**src/rtl/dsp_mac_pkg.sv**
```systemverilog
// Shared constants for the MAC slice: opmode field positions and Z-mux encodings.
package dsp_mac_pkg;

    localparam int OPMODE_W  = 5;

    // Opmode bit positions
    localparam int PRE_EN    = 0;
    localparam int PRE_SUB   = 1;
    localparam int Z_SEL_LSB = 2;
    localparam int POST_SUB  = 4;

    // Post-adder Z operand select
    localparam logic [1:0] Z_ZERO = 2'b00;
    localparam logic [1:0] Z_C    = 2'b01;
    localparam logic [1:0] Z_P    = 2'b10;

endpackage

```
**src/rtl/dsp_mac_pipe_if.sv**
```systemverilog
// Operand/result bundle of the MAC slice. The master drives operands, the slave returns P.
interface dsp_mac_pipe_if
    import dsp_mac_pkg::*;
#(
    parameter int A_WIDTH = 18,
    parameter int B_WIDTH = 18,
    parameter int C_WIDTH = 48,
    parameter int P_WIDTH = 48
) ();

    logic                in_valid;
    logic [OPMODE_W-1:0] opmode;
    logic [A_WIDTH-1:0]  A;
    logic [B_WIDTH-1:0]  B;
    logic [B_WIDTH-1:0]  D;
    logic [C_WIDTH-1:0]  C;
    logic [P_WIDTH-1:0]  P;
    logic                carry_out;
    logic                out_valid;

    modport master (
        output in_valid, opmode, A, B, D, C,
        input  P, carry_out, out_valid
    );

    modport slave (
        input  in_valid, opmode, A, B, D, C,
        output P, carry_out, out_valid
    );

endinterface

```
**src/rtl/dsp_pipe_reg.sv**
```systemverilog
// Generic pipeline register with clock enable and asynchronous clear.
module dsp_pipe_reg #(
    parameter int WIDTH = 1
) (
    input  logic             clk,
    input  logic             rst,
    input  logic             en,
    input  logic [WIDTH-1:0] d,
    output logic [WIDTH-1:0] q
);

    // Load on enable, clear immediately on reset.
    always_ff @(posedge clk or posedge rst) begin
        if (rst) begin
            q <= '0;
        end else if (en) begin
            q <= d;
        end
    end

endmodule

```
**src/rtl/dsp_mac_pipe.sv**
```systemverilog
// Pipelined pre-add / multiply / post-add slice: P = Z +/- ((D +/- B) * A).
// Every register, P included, freezes while ce is low; P only moves on a valid result
// so accumulation chains are unaffected by bubbles.
module dsp_mac_pipe
    import dsp_mac_pkg::*;
#(
    parameter int A_WIDTH = 18,
    parameter int B_WIDTH = 18,
    parameter int C_WIDTH = 48,
    parameter int P_WIDTH = 48,
    parameter int SIGNED  = 0,
    parameter int MREG    = 1
) (
    input logic           clk,
    input logic           rst,
    input logic           ce,
    dsp_mac_pipe_if.slave bus
);

    localparam int M_W   = A_WIDTH + B_WIDTH;
    // Only opmode[4:2] is needed past the pre-adder.
    localparam int OPH_W = OPMODE_W - Z_SEL_LSB;
    localparam int PS_H  = POST_SUB - Z_SEL_LSB;
    localparam int S0_W  = A_WIDTH + 2 * B_WIDTH + C_WIDTH + OPMODE_W;
    localparam int S1_W  = B_WIDTH + A_WIDTH + C_WIDTH + OPH_W;
    localparam int S2_W  = M_W + C_WIDTH + OPH_W;

    function automatic logic [P_WIDTH-1:0] ext_m(input logic [M_W-1:0] m);
        if (SIGNED != 0) ext_m = P_WIDTH'($signed(m));
        else             ext_m = P_WIDTH'(m);
    endfunction

    function automatic logic [P_WIDTH-1:0] ext_c(input logic [C_WIDTH-1:0] c);
        if (SIGNED != 0) ext_c = P_WIDTH'($signed(c));
        else             ext_c = P_WIDTH'(c);
    endfunction

    // ---- stage p0: input capture ----
    logic [S0_W-1:0]     s0_q;
    logic [A_WIDTH-1:0]  a_p0;
    logic [B_WIDTH-1:0]  b_p0, d_p0;
    logic [C_WIDTH-1:0]  c_p0;
    logic [OPMODE_W-1:0] op_p0;
    logic                vld_p0;

    dsp_pipe_reg #(.WIDTH(S0_W)) u_s0 (
        .clk(clk), .rst(rst), .en(ce),
        .d({bus.A, bus.B, bus.D, bus.C, bus.opmode}), .q(s0_q)
    );
    dsp_pipe_reg #(.WIDTH(1)) u_v0 (
        .clk(clk), .rst(rst), .en(ce), .d(bus.in_valid), .q(vld_p0)
    );
    assign {a_p0, b_p0, d_p0, c_p0, op_p0} = s0_q;

    // ---- stage p1: pre-adder (wraps at B_WIDTH) ----
    logic [B_WIDTH-1:0] pre;
    logic [S1_W-1:0]    s1_q;
    logic [B_WIDTH-1:0] pre_p1;
    logic [A_WIDTH-1:0] a_p1;
    logic [C_WIDTH-1:0] c_p1;
    logic [OPH_W-1:0]   oph_p1;
    logic               vld_p1;

    // Pre-adder: pass B, or D+B / D-B when enabled.
    always_comb begin
        pre = b_p0;
        if (op_p0[PRE_EN]) begin
            pre = op_p0[PRE_SUB] ? (d_p0 - b_p0) : (d_p0 + b_p0);
        end
    end

    dsp_pipe_reg #(.WIDTH(S1_W)) u_s1 (
        .clk(clk), .rst(rst), .en(ce),
        .d({pre, a_p0, c_p0, op_p0[OPMODE_W-1:Z_SEL_LSB]}), .q(s1_q)
    );
    dsp_pipe_reg #(.WIDTH(1)) u_v1 (
        .clk(clk), .rst(rst), .en(ce), .d(vld_p0), .q(vld_p1)
    );
    assign {pre_p1, a_p1, c_p1, oph_p1} = s1_q;

    // ---- stage p2: multiplier, optionally registered ----
    logic [M_W-1:0]     m_comb;
    logic [M_W-1:0]     m_p2;
    logic [C_WIDTH-1:0] c_p2;
    logic [OPH_W-1:0]   oph_p2;
    logic               vld_p2;

    generate
        if (SIGNED != 0) begin : g_smul
            logic signed [M_W-1:0] prod_s;
            assign prod_s = M_W'($signed(pre_p1)) * M_W'($signed(a_p1));
            assign m_comb = prod_s;
        end else begin : g_umul
            assign m_comb = M_W'(pre_p1) * M_W'(a_p1);
        end

        if (MREG != 0) begin : g_mreg
            logic [S2_W-1:0] s2_q;
            dsp_pipe_reg #(.WIDTH(S2_W)) u_s2 (
                .clk(clk), .rst(rst), .en(ce),
                .d({m_comb, c_p1, oph_p1}), .q(s2_q)
            );
            dsp_pipe_reg #(.WIDTH(1)) u_v2 (
                .clk(clk), .rst(rst), .en(ce), .d(vld_p1), .q(vld_p2)
            );
            assign {m_p2, c_p2, oph_p2} = s2_q;
        end else begin : g_nomreg
            assign m_p2   = m_comb;
            assign c_p2   = c_p1;
            assign oph_p2 = oph_p1;
            assign vld_p2 = vld_p1;
        end
    endgenerate

    // ---- stage p3: post-adder and P register ----
    logic [P_WIDTH-1:0] z;
    logic [P_WIDTH-1:0] mx;
    logic [P_WIDTH:0]   res;
    logic [P_WIDTH:0]   pq_p3;
    logic [P_WIDTH-1:0] p_p3;
    logic               carry_p3;
    logic               vld_p3;

    // Z mux and post add/sub in P_WIDTH+1 bits so the top bit is carry/borrow.
    always_comb begin
        z = '0;
        case (oph_p2[1:0])
            Z_C:     z = ext_c(c_p2);
            Z_P:     z = p_p3;
            default: z = '0;
        endcase
        mx  = ext_m(m_p2);
        res = oph_p2[PS_H] ? ({1'b0, z} - {1'b0, mx}) : ({1'b0, z} + {1'b0, mx});
    end

    dsp_pipe_reg #(.WIDTH(P_WIDTH + 1)) u_s3 (
        .clk(clk), .rst(rst), .en(ce & vld_p2), .d(res), .q(pq_p3)
    );
    dsp_pipe_reg #(.WIDTH(1)) u_v3 (
        .clk(clk), .rst(rst), .en(ce), .d(vld_p2), .q(vld_p3)
    );
    assign p_p3     = pq_p3[P_WIDTH-1:0];
    assign carry_p3 = pq_p3[P_WIDTH];

    assign bus.P         = p_p3;
    assign bus.carry_out = carry_p3;
    assign bus.out_valid = vld_p3;

endmodule
```
**src/flat_wrapper.sv**
```systemverilog
// flat-port wrapper written by rule: the top's interface ports become plain ports
module dsp_mac_pipe_flat import dsp_mac_pkg::*;
#(
    parameter int A_WIDTH = 18,
    parameter int B_WIDTH = 18,
    parameter int C_WIDTH = 48,
    parameter int P_WIDTH = 48,
    parameter int SIGNED  = 0,
    parameter int MREG    = 1
)
  (clk, rst, ce, bus_in_valid, bus_opmode, bus_A, bus_B, bus_D, bus_C, bus_P, bus_carry_out, bus_out_valid);
  dsp_mac_pipe_if #(.A_WIDTH(A_WIDTH), .B_WIDTH(B_WIDTH), .C_WIDTH(C_WIDTH), .P_WIDTH(P_WIDTH)) bus_i ();
  input logic clk;
  input logic rst;
  input logic ce;
  input wire logic [$bits(bus_i.in_valid)-1:0] bus_in_valid;
  input wire logic [$bits(bus_i.opmode)-1:0] bus_opmode;
  input wire logic [$bits(bus_i.A)-1:0] bus_A;
  input wire logic [$bits(bus_i.B)-1:0] bus_B;
  input wire logic [$bits(bus_i.D)-1:0] bus_D;
  input wire logic [$bits(bus_i.C)-1:0] bus_C;
  output wire logic [$bits(bus_i.P)-1:0] bus_P;
  output wire logic [$bits(bus_i.carry_out)-1:0] bus_carry_out;
  output wire logic [$bits(bus_i.out_valid)-1:0] bus_out_valid;
  assign bus_i.in_valid = bus_in_valid;
  assign bus_i.opmode = bus_opmode;
  assign bus_i.A = bus_A;
  assign bus_i.B = bus_B;
  assign bus_i.D = bus_D;
  assign bus_i.C = bus_C;
  assign bus_P = bus_i.P;
  assign bus_carry_out = bus_i.carry_out;
  assign bus_out_valid = bus_i.out_valid;
  dsp_mac_pipe #(.A_WIDTH(A_WIDTH), .B_WIDTH(B_WIDTH), .C_WIDTH(C_WIDTH), .P_WIDTH(P_WIDTH), .SIGNED(SIGNED), .MREG(MREG)) u_core (.clk(clk), .rst(rst), .ce(ce), .bus(bus_i));
endmodule
```
**config.mk**
```make
export PLATFORM = sky130hd
export DESIGN_NAME = dsp_mac_pipe_flat
export DESIGN_NICKNAME = d
export VERILOG_FILES = /design/src/rtl/dsp_mac_pkg.sv /design/src/rtl/dsp_mac_pipe_if.sv /design/src/rtl/dsp_pipe_reg.sv /design/src/rtl/dsp_mac_pipe.sv /design/src/flat_wrapper.sv
export SDC_FILE = /design/constraint.sdc
export NUM_CORES = 2
export LEC_CHECK = 0
export CAP_MARGIN = 20
export CORE_ASPECT_RATIO = 1.5
export CORE_MARGIN = 5
export CORE_UTILIZATION = 40
export CTS_CLUSTER_DIAMETER = 40
export DETAILED_ROUTE_END_ITERATION = 6
export PLACE_DENSITY = 0.54
export SLEW_MARGIN = 20
export SYNTH_ARGS = -nofsm -noshare
export SYNTH_HDL_FRONTEND = slang
export SYNTH_HIERARCHICAL = 1
export SYNTH_SLANG_ARGS = --single-unit
```
**constraint.sdc**
```tcl
create_clock -name clk -period 7.7 [get_ports clk]
set_input_delay 1.54 -clock clk [delete_from_list [all_inputs] [get_ports clk]]
set_output_delay 1.54 -clock clk [all_outputs]
set_load 0.005 [all_outputs]
```
==> key figures <==
STA
  • Max-slew violation count: 0
  • FMAX: ~0.15 GHz
  • Max Clock Skew: between 30 and 40 ps
  • Finish-stage setup viols: 0
  • Least-Margin Pin Slew: 935 ps
  • Final worst slack: ~810 ps
  • RSZ-0062 raised after global routing: no
  • Count of final hold-check violations: 0
  • Rel. slew slack: around 37%
  • Tcrit/Tclk final: slightly below 90%
  • Post-Route Setup TNS: 0 ps
  • Minimum clock period: between 6000 and 7000 ps

Global routing
  • GRT met1 Usage: between 20% and 30%
  • Total track usage: between 10% and 20%
  • Pin count of the biggest net entering global routing: between 100 and 150
  • First-pass GRT wire length: approximately 120 mm
  • Met2 Use GR: between 30 and 40%
  • Vias in the first global route: approximately 22,000
  • Gr ovfl total: 0
  • Antenna violations before repair: 0
  • GR peak layer: met2
  • Met3 usage: roughly 2.2%

Route
  • DR vias: slightly below 20,000
  • Iter 0 DRT Violations: 930
  • Final ANT Viol Nets: 0
  • Wirelength per Cell: approximately 19 µm
  • Vias/cell: around 5.2
  • Residual DRC: 0
  • Total iterations of the first detailed-routing run: 5
  • Total Wirelength: roughly 73 mm

Clock tree
  • Clock sink count: approximately 330
  • Hold_buf cts: 0
  • Postcts setup bufs: 0
  • Cts bufs inserted: between 50 and 60
  • Clk root buf: clkbuf_16
  • Reg clk slew, reported paths: about 60 ps
  • Latest clock arrival within the worst-skew pair: roughly 630 ps
  • Clock tree buffer depth: 3
  • CTS tree: yes
  • CTS H-tree depth: 2
  • Post_cts resized: 0

Synth
  • Post-synthesis cell count: roughly 2,800
  • Syn. warnings: 6
  • Synth cell count leaders: 354 x inv_1, 334 x dfrtp_1, 258 x fa_1
  • Register area share after synthesis: between 20 and 30%
  • Post-synthesis async set-or-reset flop share: 100%
  • Leading area contributor after synthesis: dfrtp_1
  • Syn_nets: about 3,300
  • Most frequent cell after synthesis: inv_1
  • Main synth FF type: dfrtp_1
  • Top cells by area, synth: dfrtp_1 29%, fa_1 18%, mux2_2 9.3%, ha_1 7.8%, mux2_4 5.4%
  • Avg Cell Area, Syn: 10.5 µm²
  • Yosys top cell area share: 28.9%
  • Synthesis-stage register bit count: 334
  • Yosys cell types: 80
  • Netlist area before placement: approximately 29,000 µm²
  • Post-synth EDFFs: 0

Setup path
  • Setup crit start: u_core/u_s1/q[60]
  • CP most frequent cell: fa_1
  • Reg2Reg Setup Slack: roughly 810 ps
  • Cell family with most CP delay: adder cells
  • Critical path depth: 23
  • Slowest stage cell, crit path: dfrtp_1
  • WP data required: 8210 ps
  • Startpoint types: flop
  • Buf+Inv Stages, Crit Path: 5
  • Reg2Reg Launch Point: u_core/u_s1/q[60]
  • Endpoint class of the critical path: flop
  • Crit path arrival time: around 7400 ps
  • CP Max Fanout: 19
  • Critical R2R Capture: u_core/g_mreg.u_s2/q[86]
  • CP Cell Sequence: nand2_1 > fa_1 > inv_1 > fa_1 > inv_1 > fa_1 > inv_1 > fa_1 > fa_1 > inv_1 > fa_1 > inv_1 > ha_1 > and2_1 > nand3_1 > a2bb2oi_1 > o211a_1 > o41ai_2 > a311oi_1 > a21bo_2 > a31oi_1 > xnor2_1 > mux2_2
  • Critical path destination: u_core/g_mreg.u_s2/q[86]
  • Largest stage delay on the critical path: 870 ps
  • Reg2Reg Depth: 23
  • Critical path type: reg -> reg

Placement
  • DP HPWL: roughly 57 mm
  • Port-buffer cells: 160
  • Area of placed instances: around 31,000 µm²
  • Placer Congestion: ~0.9
  • DP Worst Slack: about 750 ps

Finish
  • Area grow syn2layout: 14.6%
  • Share of cells above drive strength 1: between 15 and 20%
  • Count of nets after finishing: around 3,400
  • Finished layout cell area: ~33,000 µm²

Die
  • Io pins: between 150 and 200
  • Starting Density: between 40% and 50%
  • Placeable Area: roughly 70,000 µm²
  • Height of the die: between 300 and 400 µm
  • Row count: 120
  • Die area: 77,800 µm²
  • Die Span X: between 200 and 250 µm

Status
  • Status: complete, no violations

Worst hold path
  • HP Class: reg -> reg

Flow run
  • Max Cap Violations: 0
==> cell usage in the layout, fill, tap and decap left out, drive strengths merged, types with 6 or more instances in the layout <==
master         instances
nor2b                 11
a31oi                 18
a211oi                11
clkbuf                59
clkdlybuf4s50        159
nand4                 15
clkinvlp               6
and2                 153
a21o                  64
inv                  367
clkinv                20
or3                    6
ha                   179
fa                   258
nand2b                11
o21ai                 46
nor4                  12
o31ai                  9
nand3                 25
nor2                 127
nor3                  26
nand2                229
a21oi                107
xor2                  26
o21bai                13
buf                   35
xnor2                109
a22oi                 48
o21a                   9
dfrtp                334
mux2                 343
==> metal layers <==
metal / wire, µm / vias to the layer above
met5: 0 / -
met4: 2500 / 0
met3: 2630 / 121
met2: 38000 / 390
met1: 30100 / 9992
li1: - / 9367
==> worst min-delay path by stage <==
stage,slack (ps),to,start,cells past startpoint
floorplan,470,u_core/u_s1/q[34],u_core/u_s1/q[34],1
global placement,490,u_core/g_mreg.u_s2/q[23],u_core/u_s1/q[23],1
detailed placement,490,u_core/u_s1/q[22],u_core/u_s0/q[24],1
CTS,490,u_core/u_s1/q[6],u_core/u_s0/q[8],1
global route,510,u_core/u_s1/q[6],u_core/u_s0/q[8],1
finish,490,u_core/u_s1/q[6],u_core/u_s0/q[8],1
==> sequential cells by signal, indices dropped and copies added (netlist names) <==
register	flops
u_core/u_s0/q	107
u_core/u_s3/q	49
u_core/g_mreg.u_v2/q	1
u_core/u_v3/q	1
u_core/u_v1/q	1
u_core/u_s1/q	87
u_core/g_mreg.u_s2/q	87
u_core/u_v0/q	1
==> kinds of logic (layout without fill, tap and decap cells) <==
kind of cell	count (synthesis)	in the layout	share of synthesized area (%)
simple gates	639	639	10.8
mux	347	347	14.9
xor+xnor	135	135	4.09
other cells	0	1	0
buf+inv	486	648	6.89
flops	334	334	28.9
compound gates	375	375	8.80
fa+ha+maj	437	437	25.6
==> final cells by class <==
type | count | area [µm²]
diodes | 1 | 2.50
clock buffers | 59 | 1410
clock inverters | 40 | 425
fillers | 6776 | 38400
inverters | 355 | 1340
multi-input cells | 1933 | 18600
flip-flops and latches | 334 | 8360
well taps | 915 | 1140
repair buffers | 194 | 1870
==> per-stage QoR <==
stage,hold WS (ps),utilization [%],std cells
global route,510,46.3,3830
CTS,492,46.3,3830
floorplan,475,-,2753
detailed placement,490,43.8,3731
global placement,487,43.8,3731
finish,486,46.3,3831
Power is not shown: default switching activity piles up to over one toggle a cycle in this logic, so the estimate is an artifact.
